<file path="src/rtl/div_seq_ctrl.sv">
// div_seq_ctrl: multi-cycle restoring divider sequencer for DIV/DIVU.
// Latches operands on a start handshake, then runs one restoring step per clock
// for WIDTH steps. It applies sign correction and presents {remainder, quotient}
// on Z with a one-cycle done pulse.
module div_seq_ctrl #(
  parameter int WIDTH = 32
) (
  input  logic               clock,
  input  logic               clear,
  input  logic               start,
  input  logic               signed_op,
  input  logic [WIDTH-1:0]   RegA,
  input  logic [WIDTH-1:0]   RegB,
  output logic               busy,
  output logic               done,
  output logic               div_zero,
  output logic [2*WIDTH-1:0] Z
);

  localparam int CW = (WIDTH > 1) ? $clog2(WIDTH) : 1;

  typedef enum logic [2:0] {
    S_IDLE = 3'd0,
    S_PREP = 3'd1,
    S_ITER = 3'd2,
    S_FIX  = 3'd3,
    S_DONE = 3'd4
  } state_t;

  state_t              state_q;
  logic [WIDTH-1:0]    opa_q;       // latched dividend (raw)
  logic [WIDTH-1:0]    opb_q;       // latched divisor (raw)
  logic                sgn_q;       // latched signed_op
  logic [WIDTH-1:0]    a_q;         // partial remainder; always < M, so WIDTH bits suffice
  logic [WIDTH-1:0]    q_q;         // dividend magnitude shifting out / quotient shifting in
  logic [WIDTH-1:0]    m_q;         // divisor magnitude
  logic [CW-1:0]       cnt_q;       // step counter
  logic                neg_q_q;     // quotient needs negation
  logic                neg_r_q;     // remainder needs negation
  logic                busy_q;
  logic                done_q;
  logic                div_zero_q;
  logic [2*WIDTH-1:0]  z_q;

  // Operand magnitudes for PREP: negate only when signed and MSB set.
  // The negation of the most negative value wraps to itself, which read as an
  // unsigned number is exactly its magnitude.
  logic                a_neg;
  logic                b_neg;
  logic [WIDTH-1:0]    mag_a;
  logic [WIDTH-1:0]    mag_b;

  assign a_neg = sgn_q & opa_q[WIDTH-1];
  assign b_neg = sgn_q & opb_q[WIDTH-1];
  assign mag_a = a_neg ? (-opa_q) : opa_q;
  assign mag_b = b_neg ? (-opb_q) : opb_q;

  // One restoring step: shift {A,Q} left, trial-subtract M in WIDTH+1 bits,
  // keep the difference when its sign bit is clear.
  logic [WIDTH:0]      a_shift;
  logic [WIDTH:0]      trial;
  logic [WIDTH-1:0]    a_step;
  logic [WIDTH-1:0]    q_step;
  logic                last_step;

  always_comb begin
    a_shift   = {a_q, q_q[WIDTH-1]};
    trial     = a_shift - {1'b0, m_q};
    a_step    = trial[WIDTH] ? a_shift[WIDTH-1:0] : trial[WIDTH-1:0];
    q_step    = {q_q[WIDTH-2:0], ~trial[WIDTH]};
    last_step = (cnt_q == CW'(WIDTH - 1));
  end

  // Sign correction applied in FIX.
  logic [WIDTH-1:0]    quo_fix;
  logic [WIDTH-1:0]    rem_fix;

  assign quo_fix = neg_q_q ? (-q_q) : q_q;
  assign rem_fix = neg_r_q ? (-a_q) : a_q;

  // Sequencer FSM with registered status outputs and result.
  always_ff @(posedge clock) begin
    if (clear) begin
      state_q    <= S_IDLE;
      opa_q      <= '0;
      opb_q      <= '0;
      sgn_q      <= 1'b0;
      a_q        <= '0;
      q_q        <= '0;
      m_q        <= '0;
      cnt_q      <= '0;
      neg_q_q    <= 1'b0;
      neg_r_q    <= 1'b0;
      busy_q     <= 1'b0;
      done_q     <= 1'b0;
      div_zero_q <= 1'b0;
      z_q        <= '0;
    end else begin
      done_q <= 1'b0;
      unique case (state_q)
        S_IDLE: begin
          if (start) begin
            opa_q   <= RegA;
            opb_q   <= RegB;
            sgn_q   <= signed_op;
            busy_q  <= 1'b1;
            state_q <= S_PREP;
          end
        end
        S_PREP: begin
          neg_q_q <= a_neg ^ b_neg;
          neg_r_q <= a_neg;
          a_q     <= '0;
          q_q     <= mag_a;
          m_q     <= mag_b;
          cnt_q   <= '0;
          if (mag_b == '0) begin
            // Divide by zero: skip the iterations, report all-ones quotient
            // and the untouched dividend as remainder.
            z_q        <= {opa_q, {WIDTH{1'b1}}};
            div_zero_q <= 1'b1;
            busy_q     <= 1'b0;
            done_q     <= 1'b1;
            state_q    <= S_DONE;
          end else begin
            state_q <= S_ITER;
          end
        end
        S_ITER: begin
          a_q <= a_step;
          q_q <= q_step;
          if (last_step) begin
            cnt_q   <= '0;
            state_q <= S_FIX;
          end else begin
            cnt_q <= cnt_q + 1'b1;
          end
        end
        S_FIX: begin
          z_q        <= {rem_fix, quo_fix};
          div_zero_q <= 1'b0;
          busy_q     <= 1'b0;
          done_q     <= 1'b1;
          state_q    <= S_DONE;
        end
        S_DONE: begin
          state_q <= S_IDLE;
        end
        default: begin
          busy_q  <= 1'b0;
          state_q <= S_IDLE;
        end
      endcase
    end
  end

  assign busy     = busy_q;
  assign done     = done_q;
  assign div_zero = div_zero_q;
  assign Z        = z_q;

endmodule

</file>
<file path="config.mk">
export PLATFORM = sky130hd
export DESIGN_NAME = div_seq_ctrl
export DESIGN_NICKNAME = d
export VERILOG_FILES = /design/src/rtl/div_seq_ctrl.sv
export SDC_FILE = /design/constraint.sdc
export NUM_CORES = 1
export LEC_CHECK = 0
export CAP_MARGIN = 10
export CORE_MARGIN = 2
export CORE_UTILIZATION = 65
export CTS_BUF_LIST = sky130_fd_sc_hd__clkbuf_4
export DETAILED_ROUTE_END_ITERATION = 8
export DONT_BUFFER_PORTS = 1
export PLACE_DENSITY_LB_ADDON = 0.08
export SYNTH_ARGS = -nofsm -noshare
export SYNTH_HDL_FRONTEND = slang
export SYNTH_SLANG_ARGS = --single-unit
</file>
<file path="constraint.sdc">
create_clock -name clock -period 5.2 [get_ports clock]
set_clock_uncertainty 0.1 [all_clocks]
set_input_delay 0.52 -clock clock [delete_from_list [all_inputs] [get_ports clock]]
set_output_delay 0.52 -clock clock [all_outputs]
set_load 0.01 [all_outputs]
</file>
==> run metrics <==
Post-Route Setup TNS 0 ns; most used flip-flop cell after synthesis dfxtp_1; slowest library cell on the worst path a221oi_1; DRC 0; Area growth, synth to finish 10.7%; Async SR Flop Fraction 0%; IO buf count 0; Die Y-Extent 149 um; htree depth 3; Net Sw Power 1.59 mW; worst-margin pin slew 1.16 ns; Synth Area in Compound Gates 23.9%; dominant cell by count in the synthesized netlist nand2_1; Synth cell types 77; outcome completed; Die W 149 um; number of CTS-inserted buffers 66; internal power 3.26 mW; Synth Area in Simple Gates 20.8%; vias in the first global route 12138; Initial Util 65.8%; Placed Area 13700 um^2; CTS tree built; GP Congestion 0.916; minimum clock period 4.04 ns; kind of critical path flop to flop; Vias 13067; Critical Path End Type flop; synthesized netlist cell count 1733; Synth Net Count 1840; clock share of power 35.2%; DRT Pass-1 Iters 8; post-synthesis adder-cell area fraction 3.62%; sequential share of power 42.2%; Post-CTS Setup Bufs 0; Cell Pwr Density 320 nW/um^2; Synth top cells by count 286 x nand2_1, 238 x dfxtp_1, 180 x a21oi_1, 110 x nor2_1, 95 x clkbuf_1; crit-path cells inv_1 > ha_1 > inv_1 > fa_1 > a21o_1 > a221oi_1 > o2111ai_1 > and2_0 > a2111oi_0 > a211oi_1 > xor2_4 > buf_4 > mux2i_1 > o21ai_0; full die area 22200 um^2; Tot GR Track Use 34.4%; antenna viol nets, final 0; Startpoint Class flop; switch share 32.8%; initial antenna violation count 1; Critical Path Max Stage Delay 0.52 ns; CP top delay family compound AO/OA/AOI/OAI gates; largest family of logic cells by synthesized area compound AO/OA/AOI/OAI gates; most frequent CP cell inv_1; first-pass GRT wire length 61.9 mm; critical path required time 5.58 ns; largest net degree at the start of global routing 206; worst path bufs/invs 3; IO Count 135; Hold Crit Class input port to flop; Avg WL per Cell 18.8 um; Slew Viols, Final 0; fmax 248 MHz; Rel. slew slack 22.8%; Seq/Total Area, Yosys 34.8%; cell row count 53; Worst-path clk slew 0.06 ns; CTS sink count 238; Max Cap Viol 0; core area 20800 um^2; via/cell ratio 6.30; VDD IR max 167 uV; CP Max Fanout 28; post-synth top area cell dfxtp_1; Mean Syn Cell Area 7.90 um^2; Worst EP arrival 4.42 ns; final hold violations 0; ranking of synthesized cells by area dfxtp_1 35%, nand2_1 7.8%, a21oi_1 6.6%, xor2_1 5.1%, xnor2_1 4.3%; Comb pwr share 22.6%; post-route clock period utilization 77.7%; Synth Register Bits 238; fin area 15200 um^2; unrepaired setup endpoints after global routing false; XOR/XNOR Fraction of Synth Area 9.34%; Mapped Area 13700 um^2; root buffer cell clkbuf_4; EDFF count, synth 0; Initial DRC Count 948; maximum buffer depth of the clock tree 3; Synth Warn # 0; Post-Route WL 39.0 mm; dpl hpwl 26.4 mm; Yosys top cell area share 34.8%; mux share of post-synthesis cell area 2.20%; Skew-Pair Late Insertion Delay 0.69 ns; final setup vio count 0; total congestion overflow 0; share of cells above drive strength 1 8.46%; Final nets 1865; Pleak 5.67 nW
[cell type report]
class | instances | area, um^2
fillers | 1708 | 5660
well taps | 275 | 344
clock buffers | 98 | 736
clock inverters | 8 | 73.8
flip-flops and latches | 238 | 4760
repair buffers | 82 | 803
diodes | 2 | 5.00
multi-input cells | 1319 | 8250
inverters | 51 | 191
[stage by stage]
step | hold slack [ns] | std cells | worst slack (ns) | power [mW] | utilization [%]
after floorplan | 0.332 | 1733 | 1.68 | 2.88 | -
after global placement | 0.337 | 1897 | 1.34 | 3.07 | 65.6
after detailed placement | 0.347 | 1897 | 1.29 | 3.09 | 65.6
after CTS | 0.0898 | 2071 | 1.23 | 4.86 | 72.8
after global routing | 0.110 | 2073 | 0.887 | 5.11 | 72.8
final | 0.125 | 2073 | 1.16 | 4.86 | 72.8
[per-layer routing]
layer  wire length, um  global-route usage, %  up-vias
met4              1650                   16.4        0
met5                 0                      0        -
li1                  -                      -     6278
met2             19100                   59.7      520
met1             15300                   41.0     6157
met3              2920                   6.33      112
[sequential cells by signal, summed over array words and instances (netlist names)]
name,flops
Z,64
a_q,32
m_q,32
opa_q,32
opb_q,32
q_q,32
cnt_q,5
state_q,3
busy,1
div_zero,1
done,1
neg_q_q,1
neg_r_q,1
sgn_q,1
[worst min-delay path, cell delays in order]
cell and delay, ns:
nor3b_1 0.12, a21oi_1 0.13, a211oi_1 0.05
[power by group through the flow]
| stage | sequential, mW | combinational [mW] | clock [mW] |
|---|---|---|---|
| 3_5_place_dp | 2.08 | 1.01 | 0 |
| 5_1_grt | 2.06 | 1.21 | 1.84 |
| 4_1_cts | 2.04 | 1.08 | 1.73 |
| 2_1_floorplan | 2.03 | 0.856 | 0 |
| 6_report | 2.05 | 1.10 | 1.71 |
| 3_3_place_gp | 2.08 | 0.994 | 0 |
[repair_timing]
action / CTS / global route
resized for setup: 0 / 0
hold endpoints to repair: 205 / 0
hold buffers: 68 / 0
[cells by family (layout without fill, tap and decap cells)]
family	count (synthesis)	count (layout)
XOR/XNOR	146	146
AND/OR/NAND/NOR	603	603
other	0	2
multiplexers	30	30
buffers and inverters	176	239
flip-flops	238	238
adder cells (fa/ha/maj)	39	39
AO/OA/AOI/OAI	501	501
[layout by cell type, fill, tap and decap left out, types with 5 or more instances in the layout]
master,Yosys,routed
and3_1,7,6
nand3_1,25,24
a211oi_1,57,57
a21oi_1,180,180
nand2b_1,9,9
dlygate4sd3_1,0,67
dfxtp_1,238,238
o21ai_1,10,10
o31ai_1,29,29
ha_1,38,38
a22oi_1,32,32
o21a_1,6,6
o41ai_1,14,14
a2111oi_0,5,5
or3_1,15,15
mux2i_1,29,29
nor2b_1,7,7
o21ai_0,68,68
a31oi_1,10,10
nand2_1,286,286
nor3_1,63,61
nand3b_1,6,6
a21o_1,15,15
clkbuf_4,0,98
o221a_1,23,23
inv_1,51,51
or2_2,6,6
xnor2_1,67,67
nor2_1,110,107
xor2_1,79,78
a311oi_1,12,12
buf_4,3,14
nor4_1,14,14
or4_1,11,11
nand4_1,10,10
o22ai_1,5,5
[worst paths after layout]
kind | from | endpoint | slack, ns | depth (start not counted)
worst min-delay path | start | busy | 0.13 | 3
worst max-delay path | q_q[31] | a_q[3] | 1.16 | 14
worst min register to register | m_q[31] | m_q[31] | 0.36 | 2
worst max register to register | q_q[31] | a_q[3] | 1.16 | 14
(Power assumes the default switching activity.)
==> RTL change 1, RTL diff (same settings) <==
Register the output `Z` once more; this adds one clock of latency there. The other outputs are not delayed to match. Comments in the files are not updated.
--- a/src/rtl/div_seq_ctrl.sv
+++ b/src/rtl/div_seq_ctrl.sv
@@ -158,5 +158,7 @@
   assign done     = done_q;
   assign div_zero = div_zero_q;
-  assign Z        = z_q;
+  always_ff @(posedge clock) begin
+    Z <= z_q;
+  end
 
 endmodule
Formal check against the unedited RTL: not equivalent (Yosys sat finds a counterexample within 4 cycles, from zero or initial values).
==> RTL change 1 against the unedited design <==
Sequential cell count rose by 64. Area after synthesis rose by 10%. Cell area rose by 11%. Worst setup slack got worse by 0.20 ns. Synthesized cell count rose by 3.1%. Wire length rose by 2.6%. Total power rose by 23%. Worst hold slack got worse by 0.063 ns. Sequential power rose by 26%. Combinational power rose by 24%.
==> RTL change 1: results <==
[outcome]
outcome = finished, final reports clean

[final_layout]
regArea_um2 = 6050
nNonClkInverters = 56
clockNetworkAreaShare = 0.0582
stdcell_count = 2165
syn2layout_area_growth_pct = 11.1
multi_input_area_um2 = 8380
buffer_area_frac = 0.0477
n_fill_cell = 1818
drive_gt1_frac = 0.107
fin_nets = 1930
largestRegisters = Z (64), z_q (64)
nClkBuffers = 114
antenna_cells = 1
multi_input_cells = 1304

[yosys]
synth-compound-area-share = 0.229
synth_fa_ha_area_frac = 0.0328
synth_seq_area_share = 0.400
synth_cell_type_count = 71
synth_xor_area_frac = 0.0835
netlist_top_cells_count = 302 x dfxtp_1, 269 x nand2_1, 173 x a21oi_1
yosys-top-cells-area = dfxtp_1 40%, nand2_1 6.7%, a21oi_1 5.7%
synthMuxAreaShare = 0.0340
synth_cells = 1787

[clocking]
post_cts_buffers = 0
ctsHoldBuffers = 67
numClockSinks = 302
cts_buffers = 77

[setup_path]
cp_slowest_cell = or4b_1
critPathMaxFanout = 60
worst_path_largest_cell_delay_ns = 0.58
crit_arrival_ns = 4.69
crit_family = simple AND/OR/NAND/NOR gates

[grt]
met3_usage = 0.0529
grt_max_degree = 205
grt_pass1_wl_mm = 63.9
use_met2 = 0.555
grt_use_total = 0.325
grt_pass1_vias = 12614
met1_usage = 0.398

[placed_design]
gp_congestion = 0.944
post-place-ws_ns = 0.999
place_inst = 1962
hpwl_mm = 27.0
place_area_um2 = 15100

[power]
leakage_nw = 6.42
internal_power_mw = 4.06
peakVddDrop_mv = 0.235
comb_power_mw = 1.36
powerSeq_mw = 2.59
pwr-share-seq = 0.434

[detailed_routing]
via_per_inst = 6.16
drtIter0Drc = 930
first_pass_iters = 5
totalWireLength_mm = 40.0
wl_met3_mm = 2.35
wl_met2_mm = 19.5
wl_met1_mm = 16.4

[floorplanning]
coreArea_um2 = 22700

[timing]
slew_headroom = 0.270
[RTL change 1: changes by cell type in the layout (fill, tap and decap cells not counted), moves of 18 or more]
cell,before,now
dfxtp_1,238,302
nor3_1,61,13
nor3b_1,2,24
mux2i_1,29,49
o221a_1,23,1
a211oi_2,0,23
o221a_2,0,18
[RTL change 1: worst paths after layout]
path	start	endpoint	slack (ns)	depth (start not counted)
setup / recovery	opb_q[1]$_SDFFE_PP0P_	z_q[47]$_SDFFE_PP0P_	0.96	12
hold / removal	clear	a_q[20]$_SDFFE_PP0P_	0.06	3
setup reg to reg	opb_q[1]$_SDFFE_PP0P_	z_q[47]$_SDFFE_PP0P_	0.96	12
hold reg to reg	z_q[5]$_SDFFE_PP0P_	Z[5]$_DFF_P_	0.25	0
==> RTL change 2, RTL diff (same flow settings) <==
Without the edit above. The parameter `WIDTH` goes from 32 to 16.
--- a/src/rtl/div_seq_ctrl.sv
+++ b/src/rtl/div_seq_ctrl.sv
@@ -4,5 +4,5 @@
 // on Z with a one-cycle done pulse.
 module div_seq_ctrl #(
-  parameter int WIDTH = 32
+  parameter int WIDTH = 16
 ) (
   input  logic               clock,
Ports: changed (resized RegA, RegB and Z); port bits go from 135 to 71. No check against the original RTL was run, so the function may have changed too.
==> RTL change 2 against the unedited design <==
Area after synthesis is 48% lower. Wire length shrank 53%. Count of clock-buffer cells in the layout fell by 78. Sequential cell count decreased by 113. Non-clock buffer count shrank 45. Cell area is 49% lower. Worst setup slack better by 0.57 ns. Cell count fell by 50%. Total power decreased by 38%. Largest cell class unchanged. Highest routed layer unchanged.
==> RTL change 2: results <==
[power]
power.density_nw_per_um2 = 388
peakVddDrop_mv = 0.323
clkPwrFrac = 0.301
internal_power_mw = 1.99
leakage_nw = 2.89

[final_layout]
antenna_cells = 0
drive_gt1_frac = 0.0923

[detailed_routing]
via_count = 6379
wl_per_cell_um = 17.9
drtIter0Drc = 671

[yosys]
synth_cell_type_count = 66
synth-compound-area-share = 0.215
syn_nets = 936
synth_xor_area_frac = 0.0828
postSynthAreaPerCell_um2 = 8.06
yosys-top-cells-area = dfxtp_1 35%, nand2_1 7.3%, a21oi_1 6.2%
netlist_top_cells_count = 137 x nand2_1, 125 x dfxtp_1, 87 x a21oi_1

[setup_path]
worstReg2RegEnd = a_q[0]$_SDFFE_PP0P_
worst_path_largest_cell_delay_ns = 0.42
cp_slowest_cell = fa_1
r2r_start = q_q[15]$_SDFFE_PP0P_
crit_arrival_ns = 3.85

[grt]
grt_pass1_vias = 5848
grt_max_degree = 101
grt_pass1_wl_mm = 29.3

[clocking]
clk_latency_ns = 0.56
cts_buffers = 17

[outcome]
outcome = finished, final reports clean

[timing]
slew_headroom = 0.228

[placed_design]
gp_congestion = 0.921
## RTL change 2: per-layer routing
metal  global-route usage  part of all wire  vias up
met5                    0                 0        -
met4               0.0861             0.015        0
met3               0.0934             0.088       32
met2                0.507              0.45      238
met1                0.429              0.44     2987
li1                     -                 -     3122
## RTL change 2: through the flow
step	setup WS [ns]	hold slack [ns]	cell area [um^2]
4_1_cts	1.76	0.00100	7740
3_5_place_dp	1.80	0.347	7020
6_report	1.73	0.0315	7750
2_1_floorplan	2.18	0.336	7070
5_1_grt	1.50	0.00203	7750
3_3_place_gp	1.94	0.344	7020
## RTL change 2: worst min path at each step
stage | from | to | slack [ns] | cells after the start
2_1_floorplan | m_q[15]$_SDFFE_PP0P_ | m_q[15]$_SDFFE_PP0P_ | 0.34 | 2
3_3_place_gp | m_q[15]$_SDFFE_PP0P_ | m_q[15]$_SDFFE_PP0P_ | 0.34 | 2
3_5_place_dp | m_q[15]$_SDFFE_PP0P_ | m_q[15]$_SDFFE_PP0P_ | 0.35 | 2
4_1_cts | RegA[8] | opa_q[8]$_SDFFE_PP0P_ | 0.001 | 2
5_1_grt | RegA[2] | opa_q[2]$_SDFFE_PP0P_ | 0.002 | 2
6_report | RegA[8] | opa_q[8]$_SDFFE_PP0P_ | 0.03 | 2
## RTL change 2: what timing repair did
item                                    CTS  global route
endpoints found under the hold margin   100             4
endpoints found under the setup margin    0             0
setup buffers                             0             0
hold buffers                             31             1
## RTL change 2: cell type report
cell class | instances | area [um^2]
Inverter | 31 | 116
Tap cell | 140 | 175
Timing Repair Buffer | 37 | 375
Fill cell | 855 | 2990
Clock buffer | 20 | 150
Sequential cell | 125 | 2500
Clock inverter | 12 | 241
Multi-Input combinational cell | 663 | 4190
